## src/rtl/cpu_sampler_pkg.sv

```systemverilog
// Shared types and constants for the CPU stream sampler.
// Used by cpu_sampler_fifo and cpu_stream_sampler.
package cpu_sampler_pkg;

  localparam int          DATA_W   = 32;
  localparam logic [15:0] DROP_MAX = 16'hFFFF;

  typedef enum logic [1:0] {
    ST_IDLE = 2'd0,
    ST_RUN  = 2'd1,
    ST_ERR  = 2'd2
  } state_t;

  function automatic logic [15:0] sat_inc(
    input logic [15:0] v
  );
    return (v == DROP_MAX) ? v : v + 16'd1;
  endfunction

endpackage

```

## src/rtl/cpu_sampler_fifo.sv

```systemverilog
// Show-ahead synchronous FIFO, DEPTH x DATA_W, with a
// registered head word and occupancy output.
module cpu_sampler_fifo
  import cpu_sampler_pkg::*;
#(
  parameter int DEPTH = 16,
  parameter int AW    = $clog2(DEPTH)
) (
  input  logic              clk,
  input  logic              rst_n,
  input  logic              i_push,
  input  logic [DATA_W-1:0] i_wdata,
  input  logic              i_pop,
  output logic [DATA_W-1:0] o_rdata,
  output logic              o_full,
  output logic              o_empty,
  output logic [AW:0]       o_level
);

  logic [DATA_W-1:0] r_mem [DEPTH];
  logic [DATA_W-1:0] r_head;
  logic [AW-1:0]     r_wr;
  logic [AW-1:0]     r_rd;
  logic [AW-1:0]     w_rd_nxt;
  logic [AW:0]       r_cnt;
  logic [AW:0]       w_cnt_nxt;
  logic              w_push;
  logic              w_pop;
  logic              w_bypass;

  assign o_full    = (r_cnt == (AW+1)'(DEPTH));
  assign o_empty   = (r_cnt == '0);
  assign o_level   = r_cnt;
  assign o_rdata   = r_head;

  assign w_push    = i_push & ~o_full;
  assign w_pop     = i_pop & ~o_empty;
  assign w_rd_nxt  = r_rd + AW'(w_pop);
  assign w_cnt_nxt = r_cnt + (AW+1)'(w_push)
                   - (AW+1)'(w_pop);

  // New head is the word being written when
  // the queue is otherwise empty after the pop.
  assign w_bypass  = w_push && (w_rd_nxt == r_wr);

  always_ff @(posedge clk) begin
    if (w_push) begin
      r_mem[r_wr] <= i_wdata;
    end
  end

  always_ff @(posedge clk or negedge rst_n) begin
    if (!rst_n) begin
      r_wr   <= '0;
      r_rd   <= '0;
      r_cnt  <= '0;
      r_head <= '0;
    end else begin
      if (w_push) begin
        r_wr <= r_wr + AW'(1);
      end
      r_rd  <= w_rd_nxt;
      r_cnt <= w_cnt_nxt;
      if (w_cnt_nxt != '0) begin
        r_head <= w_bypass ? i_wdata
                           : r_mem[w_rd_nxt];
      end
    end
  end

endmodule

```

## src/rtl/cpu_stream_sampler.sv

```systemverilog
// Decimating sampler of the CPU data word into a stream FIFO.
// Define SAMPLER_DROP_CNT_EN to add the drop_count output.
module cpu_stream_sampler
  import cpu_sampler_pkg::*;
#(
  parameter int DEPTH    = 16,
  parameter int DECIM    = 1,
  parameter int ERR_HOLD = 4
) (
  input  logic                   clk,
  input  logic                   reset_n,
  input  logic                   enable,
  input  logic                   clear,
  input  logic [DATA_W-1:0]      data_in,
  input  logic                   err_in,
  output logic [DATA_W-1:0]      m_data,
  output logic                   m_valid,
  input  logic                   m_ready,
  output logic                   overflow,
  output logic                   err_seen,
  output logic [1:0]             state,
`ifdef SAMPLER_DROP_CNT_EN
  output logic [15:0]            drop_count,
`endif
  output logic [$clog2(DEPTH):0] fifo_level
);

  localparam int DW = (DECIM > 1) ? $clog2(DECIM) : 1;

  state_t        r_state;
  state_t        w_state_nxt;
  logic [DW-1:0] r_dec;
  logic [7:0]    r_hold;
  logic          r_ovf;
  logic          r_err;
  logic          w_dec_hit;
  logic          w_hold_done;
  logic          w_capture;
  logic          w_drop;
  logic          w_err_set;
  logic          w_full;
  logic          w_empty;
  logic          w_pop;

  assign w_dec_hit   = (r_dec == DW'(DECIM - 1));
  assign w_hold_done = (r_state == ST_ERR) && !err_in
                    && (r_hold == 8'(ERR_HOLD - 1));
  assign w_capture   = (r_state == ST_RUN) && enable
                    && !err_in && w_dec_hit;
  assign w_drop      = w_capture & w_full;
  assign w_err_set   = (r_state == ST_RUN) && err_in;
  assign w_pop       = ~w_empty & m_ready;

  assign m_valid  = ~w_empty;
  assign overflow = r_ovf;
  assign err_seen = r_err;
  assign state    = r_state;

  always_ff @(posedge clk or negedge reset_n) begin
    if (!reset_n) begin
      r_state <= ST_IDLE;
    end else begin
      r_state <= w_state_nxt;
    end
  end

  // Encoding 3 falls into the default arm and
  // behaves as idle.
  always_comb begin
    w_state_nxt = r_state;
    unique case (r_state)
      ST_RUN: begin
        if (err_in) begin
          w_state_nxt = ST_ERR;
        end else if (!enable) begin
          w_state_nxt = ST_IDLE;
        end
      end
      ST_ERR: begin
        if (w_hold_done) begin
          w_state_nxt = enable ? ST_RUN : ST_IDLE;
        end
      end
      default: begin
        if (enable) begin
          w_state_nxt = err_in ? ST_ERR : ST_RUN;
        end
      end
    endcase
  end

  // Held at zero outside RUN so each entry
  // starts a fresh decimation period.
  always_ff @(posedge clk or negedge reset_n) begin
    if (!reset_n) begin
      r_dec <= '0;
    end else if (r_state != ST_RUN) begin
      r_dec <= '0;
    end else if (w_dec_hit) begin
      r_dec <= '0;
    end else begin
      r_dec <= r_dec + DW'(1);
    end
  end

  always_ff @(posedge clk or negedge reset_n) begin
    if (!reset_n) begin
      r_hold <= '0;
    end else if (r_state != ST_ERR) begin
      r_hold <= '0;
    end else if (err_in || w_hold_done) begin
      r_hold <= '0;
    end else begin
      r_hold <= r_hold + 8'd1;
    end
  end

  always_ff @(posedge clk or negedge reset_n) begin
    if (!reset_n) begin
      r_ovf <= 1'b0;
      r_err <= 1'b0;
    end else begin
      if (w_drop) begin
        r_ovf <= 1'b1;
      end else if (clear) begin
        r_ovf <= 1'b0;
      end
      if (w_err_set) begin
        r_err <= 1'b1;
      end else if (clear) begin
        r_err <= 1'b0;
      end
    end
  end

`ifdef SAMPLER_DROP_CNT_EN
  logic [15:0] r_drop;
  logic [15:0] w_drop_base;

  // A drop coinciding with clear counts as
  // the first drop after the clear.
  assign w_drop_base = clear ? 16'd0 : r_drop;
  assign drop_count  = r_drop;

  always_ff @(posedge clk or negedge reset_n) begin
    if (!reset_n) begin
      r_drop <= '0;
    end else if (w_drop) begin
      r_drop <= sat_inc(w_drop_base);
    end else begin
      r_drop <= w_drop_base;
    end
  end
`endif

  cpu_sampler_fifo #(
    .DEPTH (DEPTH)
  ) u_fifo (
    .clk     (clk),
    .rst_n   (reset_n),
    .i_push  (w_capture),
    .i_wdata (data_in),
    .i_pop   (w_pop),
    .o_rdata (m_data),
    .o_full  (w_full),
    .o_empty (w_empty),
    .o_level (fifo_level)
  );

endmodule

```

## config.mk

```make
export PLATFORM = sky130hd
export DESIGN_NAME = cpu_stream_sampler
export DESIGN_NICKNAME = d
export VERILOG_FILES = /design/src/rtl/cpu_sampler_pkg.sv /design/src/rtl/cpu_sampler_fifo.sv /design/src/rtl/cpu_stream_sampler.sv
export SDC_FILE = /design/constraint.sdc
export NUM_CORES = 1
export LEC_CHECK = 0
export ABC_AREA = 1
export CORE_ASPECT_RATIO = 1.4
export CORE_MARGIN = 10
export CORE_UTILIZATION = 38
export CTS_BUF_LIST = sky130_fd_sc_hd__clkbuf_16
export CTS_CLUSTER_DIAMETER = 150
export DETAILED_ROUTE_END_ITERATION = 7
export PLACE_DENSITY = 0.57
export SKIP_LAST_GASP = 1
export SLEW_MARGIN = 20
export SYNTH_ARGS = -nofsm -noshare
export SYNTH_HDL_FRONTEND = slang
export SYNTH_SLANG_ARGS = --single-unit
```

## constraint.sdc

```tcl
create_clock -name clk -period 8.4 [get_ports clk]
set_input_delay 1.68 -clock clk [delete_from_list [all_inputs] [get_ports clk]]
set_output_delay 1.68 -clock clk [all_outputs]
set_load 0.02 [all_outputs]
```

== Word level (Yosys, flattened, before mapping) ==
Memories as Yosys holds them, arrays and structs flattened. A register that Yosys moved wholly into a read port is not among the register bits.
Index checks and enable logic that the tools add are counted.
Word-level totals
  ROM bits: 0
  bits in writable memories: 512
  output and inout bits: 42
  memories: 1
  bits of input ports: 38
  word-level logic and storage cells: 61
  register bits: 26
  bits in latches: 0
Memory list
  u_fifo.r_mem: depth 16, width 32, read ports 1, clocked after Yosys merged registers in 1, wr ports 1, RTL line cpu_sampler_fifo.sv:20  | logic [DATA_W-1:0] r_mem [DEPTH];
Operators by class
  eq/ne operators: 8
  bitwise logic cells: 7
  div/mod/pow operators: 0
  $add $sub $neg: 6
  mux-type cells: 16
  shift-type cells: 0
  reduce and logical (&&, ||, !) cells: 15
  multipliers: 0
  $lt $le $gt $ge: 0
Operators by type and width (number)
  $mux 8: 2
  $mux 2: 5
  $add 8x1->8 const B: 1
  $eq 8x2->1 const B: 1
  $mux 1: 8
  $logic_and 1x1->1: 6
  $add 5x1->5: 1
  $eq 5x5->1 const B: 1
  $logic_not 5->1: 1
  $reduce_bool 5->1: 1
  $sub 5x1->5: 1
  $add 4x1->4: 1
  $add 4x1->4 const B: 1
  $and 1x1->1: 4
  $ne 2x2->1 const B: 2
  $pmux 2 s2: 1
  $reduce_bool 2->1: 2
  $ne 3x3->1 const B: 1
  $not 1->1: 3
  $reduce_and 3->1: 1
  $reduce_bool 3->1: 1
  $eq 2x1->1 const B: 1
  $eq 2x2->1 const B: 1
  $logic_not 1->1: 2
  other kinds (3): 3

== Logic depth before layout (Yosys ltp) ==
Gate-level depths: netlist of run 1.
  depth after elaboration: 8
  depth in mapped cells: 19

== Hierarchy ==
A second synthesis of run 1 with hierarchy kept.
Second synthesis, totals
  cells, all modules: 2465
  area total of the unflattened synthesis: 25913.6 um2
By module, submodules not included
  cpu_sampler_fifo: area each 25227.9 um2, cells each 2376, times used 1
  cpu_stream_sampler: area each 685.7 um2, cells each 89, times used 1

== Worst setup path before layout of run 1 ==
Ideal clock, no wire load.
  kind: input to register
  from: input port enable
  to: memory u_fifo.r_mem[11][0] (enable)
  stages: 6
  slack: 4374 ps
  arrival: 3605 ps
  path buffers: 0
  data required time: 7979 ps
  cell sequence: inv_1 -> nor3_2 -> nand2_1 -> clkinv_1 -> nand2_1 -> nor2_1
On the way
  cells in the longest elaborated chain, start to end: 6
Ends and longest elaborated chain
  start: declaration: RTL line cpu_stream_sampler.sv:12  | input logic enable,
  $logic_and 1x1->1: RTL line cpu_stream_sampler.sv:48  | assign w_capture = (r_state == ST_RUN) && enable
  $logic_and 1x1->1 (2 in a row): RTL line cpu_stream_sampler.sv:49  | && !err_in && w_dec_hit;
  $and 1x1->1: RTL line cpu_sampler_fifo.sv:36  | assign w_push = i_push & ~o_full;
  named net u_fifo.w_push: RTL line cpu_sampler_fifo.sv:27  | logic w_push;
  $mux 1: RTL line cpu_sampler_fifo.sv:47  | if (w_push) begin
  $mux 1 (not written as such): RTL line cpu_sampler_fifo.sv:48  | r_mem[r_wr] <= i_wdata;
  end: declaration: RTL line cpu_sampler_fifo.sv:20
The timed path passes the listed nets, and every way through them passes these cells.

== Worst setup path after layout of run 1 ==
  from: input port err_in
  to: register u_fifo.r_head[0], in the netlist u_fifo.o_rdata[0], read port of u_fifo.r_mem
On the way
  cells in the longest elaborated chain, start to end: 7
Ends and longest elaborated chain
  start: declaration: RTL line cpu_stream_sampler.sv:15  | input logic err_in,
  $logic_not 1->1: RTL line cpu_stream_sampler.sv:49
  $logic_and 1x1->1 (2 in a row): RTL line cpu_stream_sampler.sv:49
  $and 1x1->1: RTL line cpu_sampler_fifo.sv:36
  named net u_fifo.w_push: RTL line cpu_sampler_fifo.sv:27
  $add 5x1->5: RTL line cpu_sampler_fifo.sv:39  | assign w_cnt_nxt = r_cnt + (AW+1)'(w_push)
  $sub 5x1->5: RTL line cpu_sampler_fifo.sv:40  | - (AW+1)'(w_pop);
  $reduce_bool 5->1: RTL line cpu_sampler_fifo.sv:64  | if (w_cnt_nxt != '0) begin
  end: declaration: RTL line cpu_sampler_fifo.sv:21  | logic [DATA_W-1:0] r_head;
The timed path passes the listed nets, and every way through them passes these cells.
A chain may end at the register's enable or synchronous reset.

==> results of run 1 <==
routing by layer:
layer,vias up,routed length (um)
li1,8174,-
met4,0,2088
met1,8698,29470
met3,122,3633
met5,-,0
met2,501,36590
logic make-up (layout without fill, tap and decap cells):
kind of cell               count (synthesis)  count (layout)  share of synthesized area
xor gates and xnor gates                  13              13                   0.004411
and+or+nand+nor                         1230            1230                     0.2419
muxes                                      1               1                  0.0004362
adders and majority gates                 14              14                   0.007077
AOI/OAI and AO/OA                         14              14                   0.003054
buffers and inverters                    596             663                    0.09229
DFF                                      569             569                     0.6509
cell usage after synthesis (all sizes together), types with 2 or more instances:
| cell | instances | area (sq um) |
|---|---|---|
| buf | 90 | 483.0 |
| or2 | 2 | 12.51 |
| nand3 | 617 | 3263 |
| clkbuf | 58 | 217.7 |
| ha | 13 | 162.7 |
| nor2 | 27 | 108.9 |
| nor3 | 5 | 41.29 |
| dfrtp | 57 | 1426 |
| nor4 | 2 | 12.51 |
| a21oi | 6 | 30.03 |
| o21ai | 4 | 20.02 |
| edfxtp | 512 | 15370 |
| inv | 447 | 1678 |
| xor2 | 9 | 78.83 |
| nand2 | 414 | 1584 |
| xnor2 | 4 | 35.03 |
| nand3b | 161 | 1209 |
worst min path at each step:
stage	start	end	slack (ps)	cells after the start
final	r_hold[0]	r_hold[0]	470	1
after global routing	r_hold[0]	r_hold[0]	500	1
after CTS	r_hold[0]	r_hold[0]	470	1
after detailed placement	r_hold[0]	r_hold[0]	460	1
after global placement	r_hold[0]	r_hold[0]	440	1
after floorplan	r_hold[0]	r_hold[0]	430	1
placed cells by master (no fill, tap or decap), types with 17 or more instances in the layout:
| master | n |
|---|---|
| buf_4 | 34 |
| clkbuf_16 | 55 |
| clkdlybuf4s50_1 | 78 |
| dfrtp_1 | 57 |
| edfxtp_1 | 512 |
| inv_1 | 463 |
| nand2_1 | 408 |
| nand3_1 | 584 |
| nand3_2 | 31 |
| nand3b_1 | 161 |
| nor2_4 | 17 |
power by group through the flow:
stage	clock network, uW	logic (uW)	registers, uW
global placement	0	3750	3490
CTS	2440	3810	3430
detailed placement	0	3810	3480
finish	2390	3780	3430
global route	2540	4180	3440
floorplan	0	2420	3540
area by class of cell:
cell class	instances	area (sq um)
clock buffers	55	1376
fillers	6283	38460
inverters	448	1684
flip-flops and latches	569	16800
well taps	862	1079
repair buffers	114	1067
clock inverters	46	322.8
multi-input cells	1272	6793
sequential cells by signal (all words and copies together) (netlist names):
signal and cells:
u_fifo.r_mem 512, u_fifo.o_rdata 32, r_hold 8, u_fifo.o_level 5, u_fifo.r_rd 4, u_fifo.r_wr 4
state 2, err_seen 1, overflow 1
stage by stage:
step | utilization | cell area, sq um | hold slack [ps]
finish | 0.4309 | 29120 | 468.0
global route | 0.4309 | 29120 | 503.6
CTS | 0.4309 | 29120 | 470.8
detailed placement | 0.4057 | 27420 | 462.1
global placement | 0.4057 | 27420 | 444.6
floorplan | - | 25810 | 432.9
critical path, cell delays in order:
cell and delay (ps):
clkdlybuf4s50_1 580, nor3_2 90, nand2_1 140, clkinv_1 220
ha_1 300, fa_1 440, a21oi_1 150, o21bai_1 90
xnor2_1 240, nand3_2 90, buf_4 330, inv_1 520
buf_4 420, nand2_1 110, nand2_1 80
==> flow_summary.ini, run 1 <==
[yosys]
synth_nets = 2489
syn_inst = 2437
synth-async-reset-ratio = 0.1002
avgSynthCellArea_sq_um = 10.59
synth_area_sq_um = 25810
yosysSeqAreaShare = 0.6509
synth_edf_count = 512
ys_types = 37
synth_flop_cell = edfxtp_1
yosys_warnings = 0
ys_seq_elements = 569

[sta]
worst_slew_pin_slew_ps = 1100
worst_slack_ps = 3424
setup_violations = 0
rsz0062_at_grt = false
finalCriticalPeriod_ps = 4976
max_freq_mhz = 201.0
hold_violations = 0
relSlewSlack = 0.2665
setup_tns_ps = 0
fin_crit_sh = 0.5924
drv_slew = 0
fin_skew_ps = 18.49

[power_and_ir_drop]
switching_share = 0.3968
ir_drop_mv = 0.2175
powerDensity_nw_per_um2 = 329.3
p_switching_uw = 3806
p_leak_uw = 0.01198
p_total_uw = 9590
pwr-share-comb = 0.394
seq_power_share = 0.357
intPower_uw = 5785
p_clk_frac = 0.249

[floorplanning]
start_util = 0.3820
die_w_um = 240.3
io_pins = 80
fp-row-count = 113
die_area_sq_um = 78900
die_h_um = 328.4
coreArea_sq_um = 67580

[critical_path]
cp_max_fo = 33
worstSetupPathType = primary input to flop
ff2ff_path_depth = 16
endpoint = u_fifo.o_rdata[0]
cp.arrival_ps = 5500
critPathRequiredTime_ps = 8930
r2r_slack_ps = 4300
end_kind = flop
cp-start-kind = primary input
r2r-start = u_fifo.o_level[2]
worst_r2r_endpoint = u_fifo.o_rdata[0]
crit_start = err_in

[placement]
dp_slack_ps = 2810
dp_cells = 3265
dp_hpwl_mm = 36.25
port_buffers = 79
place.gp.congestion = 0.7603

[grt]
grt_max_degree = 172
track_usage = 0.1805
busiest_layer = met2
grt_use_met3 = 0.02137
grt_pass1_vias = 17260
met1_usage = 0.2206
antenna_found_initial = 0
grtUsageMet2 = 0.3235
grt-ovfl-total = 0
grt_pass1_wl_mm = 108.1

[cts]
clkLatencyLatePin_ps = 600
post-cts-setup-buffers = 0
cts_max_level = 2
cts_tree = yes
cts.sinks = 569
clk_path_buf_depth = 3
cts_hold_buf = 0
cts_made_buffers = 54
clkTransAtPathRegs_ps = 60
cts_resized = 0
cts.root.buffer_cell = clkbuf_16

[run_status]
status = finished clean

[route]
postRouteAntennaNets = 0
drc_errors = 0
vias_per_cell = 5.198
dr.pass1.iters = 7
drt_iter0_markers = 1508
vias = 17500
postRouteWirelength_mm = 71.78
wl_per_cell_um = 21.32

[worst_hold_path]
hp-class = flop to flop

[final_layout]
area_growth_syn_to_layout_pct = 12.82
finalNetCount = 2511
drive_gt1_frac = 0.06909
layoutNonFillerInstCount = 3366
diodes = 0

[run]
cap_violations = 0
Power figures use the tool's default switching activity.
==> inputs of run 2 (changes only) <==
PLACE_DENSITY = 0.59   (was 0.57)
clock period = 4.35 ns   (was 8.4 ns; I/O delays follow)
==> flow_summary.ini, run 2 (synthesized netlist as in run 1, its figures left out) <==
[route]
wl_met1_mm = 27.57
wl_per_cell_um = 20.44
postRouteWirelength_mm = 69.13
met3_length_mm = 4.399
drc_errors = 0
dr.pass1.iters = 6
postRouteAntennaNets = 0
vias = 17600
wl_met2_mm = 34.88
routed.top_layer = met5
drt_iter0_markers = 1443
vias_per_cell = 5.203

[placement]
dp_hpwl_mm = 37.19
port_buffers = 79
dp_cells = 3282
place.gp.congestion = 0.7704

[critical_path]
cp-start-kind = primary input
crit_chain = clkdlybuf4s50_1 -> nor3_2 -> nand2_1 -> clkinv_1 -> ha_1 -> fa_1 -> a21oi_1 -> o21bai_1 -> xnor2_1 -> nand3_2 -> buf_4 -> nand2_1 -> inv_1 -> nand2_1 -> nand2_1
end_kind = flop
cp_slowest_cell = clkdlybuf4s50_1
critPathRequiredTime_ps = 4850
max_stage_delay_ps = 580
crit_path_frequent_cell = nand2_1
cp.arrival_ps = 3870
worstSetupPathType = primary input to flop
cp_max_fo = 20

[sta]
hold_violations = 0
drv_slew = 0
worst_slew_pin_slew_ps = 968.9
fin_skew_ps = 20.53
max_freq_mhz = 296.8
setup_violations = 0
setup_tns_ps = 0
finalCriticalPeriod_ps = 3369
fin_crit_sh = 0.7745
rsz0062_at_grt = false
relSlewSlack = 0.3540

[cts]
cts_max_level = 2
cts_tree = yes
cts_resized = 0
cts.sinks = 569
clk_path_buf_depth = 3
cts.root.buffer_cell = clkbuf_16
post-cts-setup-buffers = 0
cts_hold_buf = 0
cts_made_buffers = 53
clkTransAtPathRegs_ps = 60
clkLatencyLatePin_ps = 620

[final_layout]
drive_gt1_frac = 0.07778
largest_reg_flops = 512
area_growth_syn_to_layout_pct = 13.88
layoutNonFillerInstCount = 3382
final_common_cell = nand3_1
utilization = 0.4350
diodes = 0
final_cell_mix = nand3_1 (584), edfxtp_1 (512), inv_1 (457), nand2_1 (408), nand3b_1 (161)
finalNetCount = 2527
regMostFlops = u_fifo.r_mem

[power_and_ir_drop]
p_leak_uw = 0.01209
seq_power_share = 0.356
intPower_uw = 11230
switching_share = 0.3959
powerDensity_nw_per_um2 = 632.4
pwr-share-comb = 0.396
p_switching_uw = 7359
p_clk_frac = 0.248
ir_drop_mv = 0.5580

[worst_hold_path]
hp-class = primary input to async pin

[grt]
antenna_found_initial = 1
grt_max_degree = 141
grt_pass1_vias = 17460
grt_pass1_wl_mm = 105.6
track_usage = 0.1743
grt-ovfl-total = 0

[run_status]
status = finished clean

[run]
cap_violations = 0

[floorplanning]
die_area_sq_um = 78900
fp-row-count = 113
die_h_um = 328.4
coreArea_sq_um = 67580
io_pins = 80
start_util = 0.3820
die_w_um = 240.3
-- run 2: changes by cell type in the layout (fill, tap and decap cells not counted), sizes merged --
cell / delta
buf: +17
clkbuf: -2
inv: -2
clkinv: +1
clkinvlp: +2
-- run 2: layer usage --
metal	global-route usage	up-vias
met1	0.2131	8706
met5	0	-
met4	0.06614	2
met2	0.3057	558
met3	0.02481	128
li1	-	8203
-- run 2: per-stage QoR --
stage / hold slack (ps) / setup WS (ps) / total power [uW] / area (sq um)
after global routing: 445.0 / 749.4 / 19680 / 29400
after CTS: 410.6 / 1002 / 18720 / 29400
after detailed placement: 460.9 / 374.1 / 14130 / 27700
after global placement: 445.1 / 554.9 / 13980 / 27700
after floorplan: 432.9 / 1134 / 11510 / 25810
final: 407.5 / 980.8 / 18590 / 29400
-- run 2: final cells by class --
| class | count | area [sq um] |
|---|---|---|
| tap | 862 | 1079 |
| clock buffer | 53 | 1326 |
| fill | 6195 | 38190 |
| sequential | 569 | 16800 |
| clock inverter | 47 | 371.6 |
| multi-input combinational | 1272 | 6793 |
| inverter | 448 | 1684 |
| timing repair buffer | 131 | 1341 |
-- run 2: power groups by stage --
stage	registers [uW]	logic [uW]	clock network (uW)
after CTS	6620	7420	4680
after detailed placement	6730	7400	0
after global placement	6730	7240	0
after floorplan	6840	4670	0
final	6620	7370	4600
after global routing	6640	8130	4900
-- run 2: path summary, 6_finish.rpt --
kind	startpoint	endpoint	slack (ps)	depth (start not counted)
setup / recovery	err_in	u_fifo.o_rdata[20]	980	15
hold / removal	reset_n	u_fifo.o_rdata[22]	410	1
setup reg to reg	u_fifo.o_level[2]	u_fifo.o_rdata[20]	1050	16
hold reg to reg	r_hold[0]	r_hold[0]	470	1
max in group asynchronous	reset_n	r_hold[5]	3300	1
min in group clk	r_hold[0]	r_hold[0]	470	1
-- run 2: worst max-delay path, delay by kind of cell --
| family | cells | cell delay [ps] |
|---|---|---|
| xor+xnor | 1 | 230 |
| buf+inv | 4 | 1130 |
| simple gates | 6 | 620 |
| fa+ha+maj | 2 | 750 |
| compound gates | 2 | 240 |
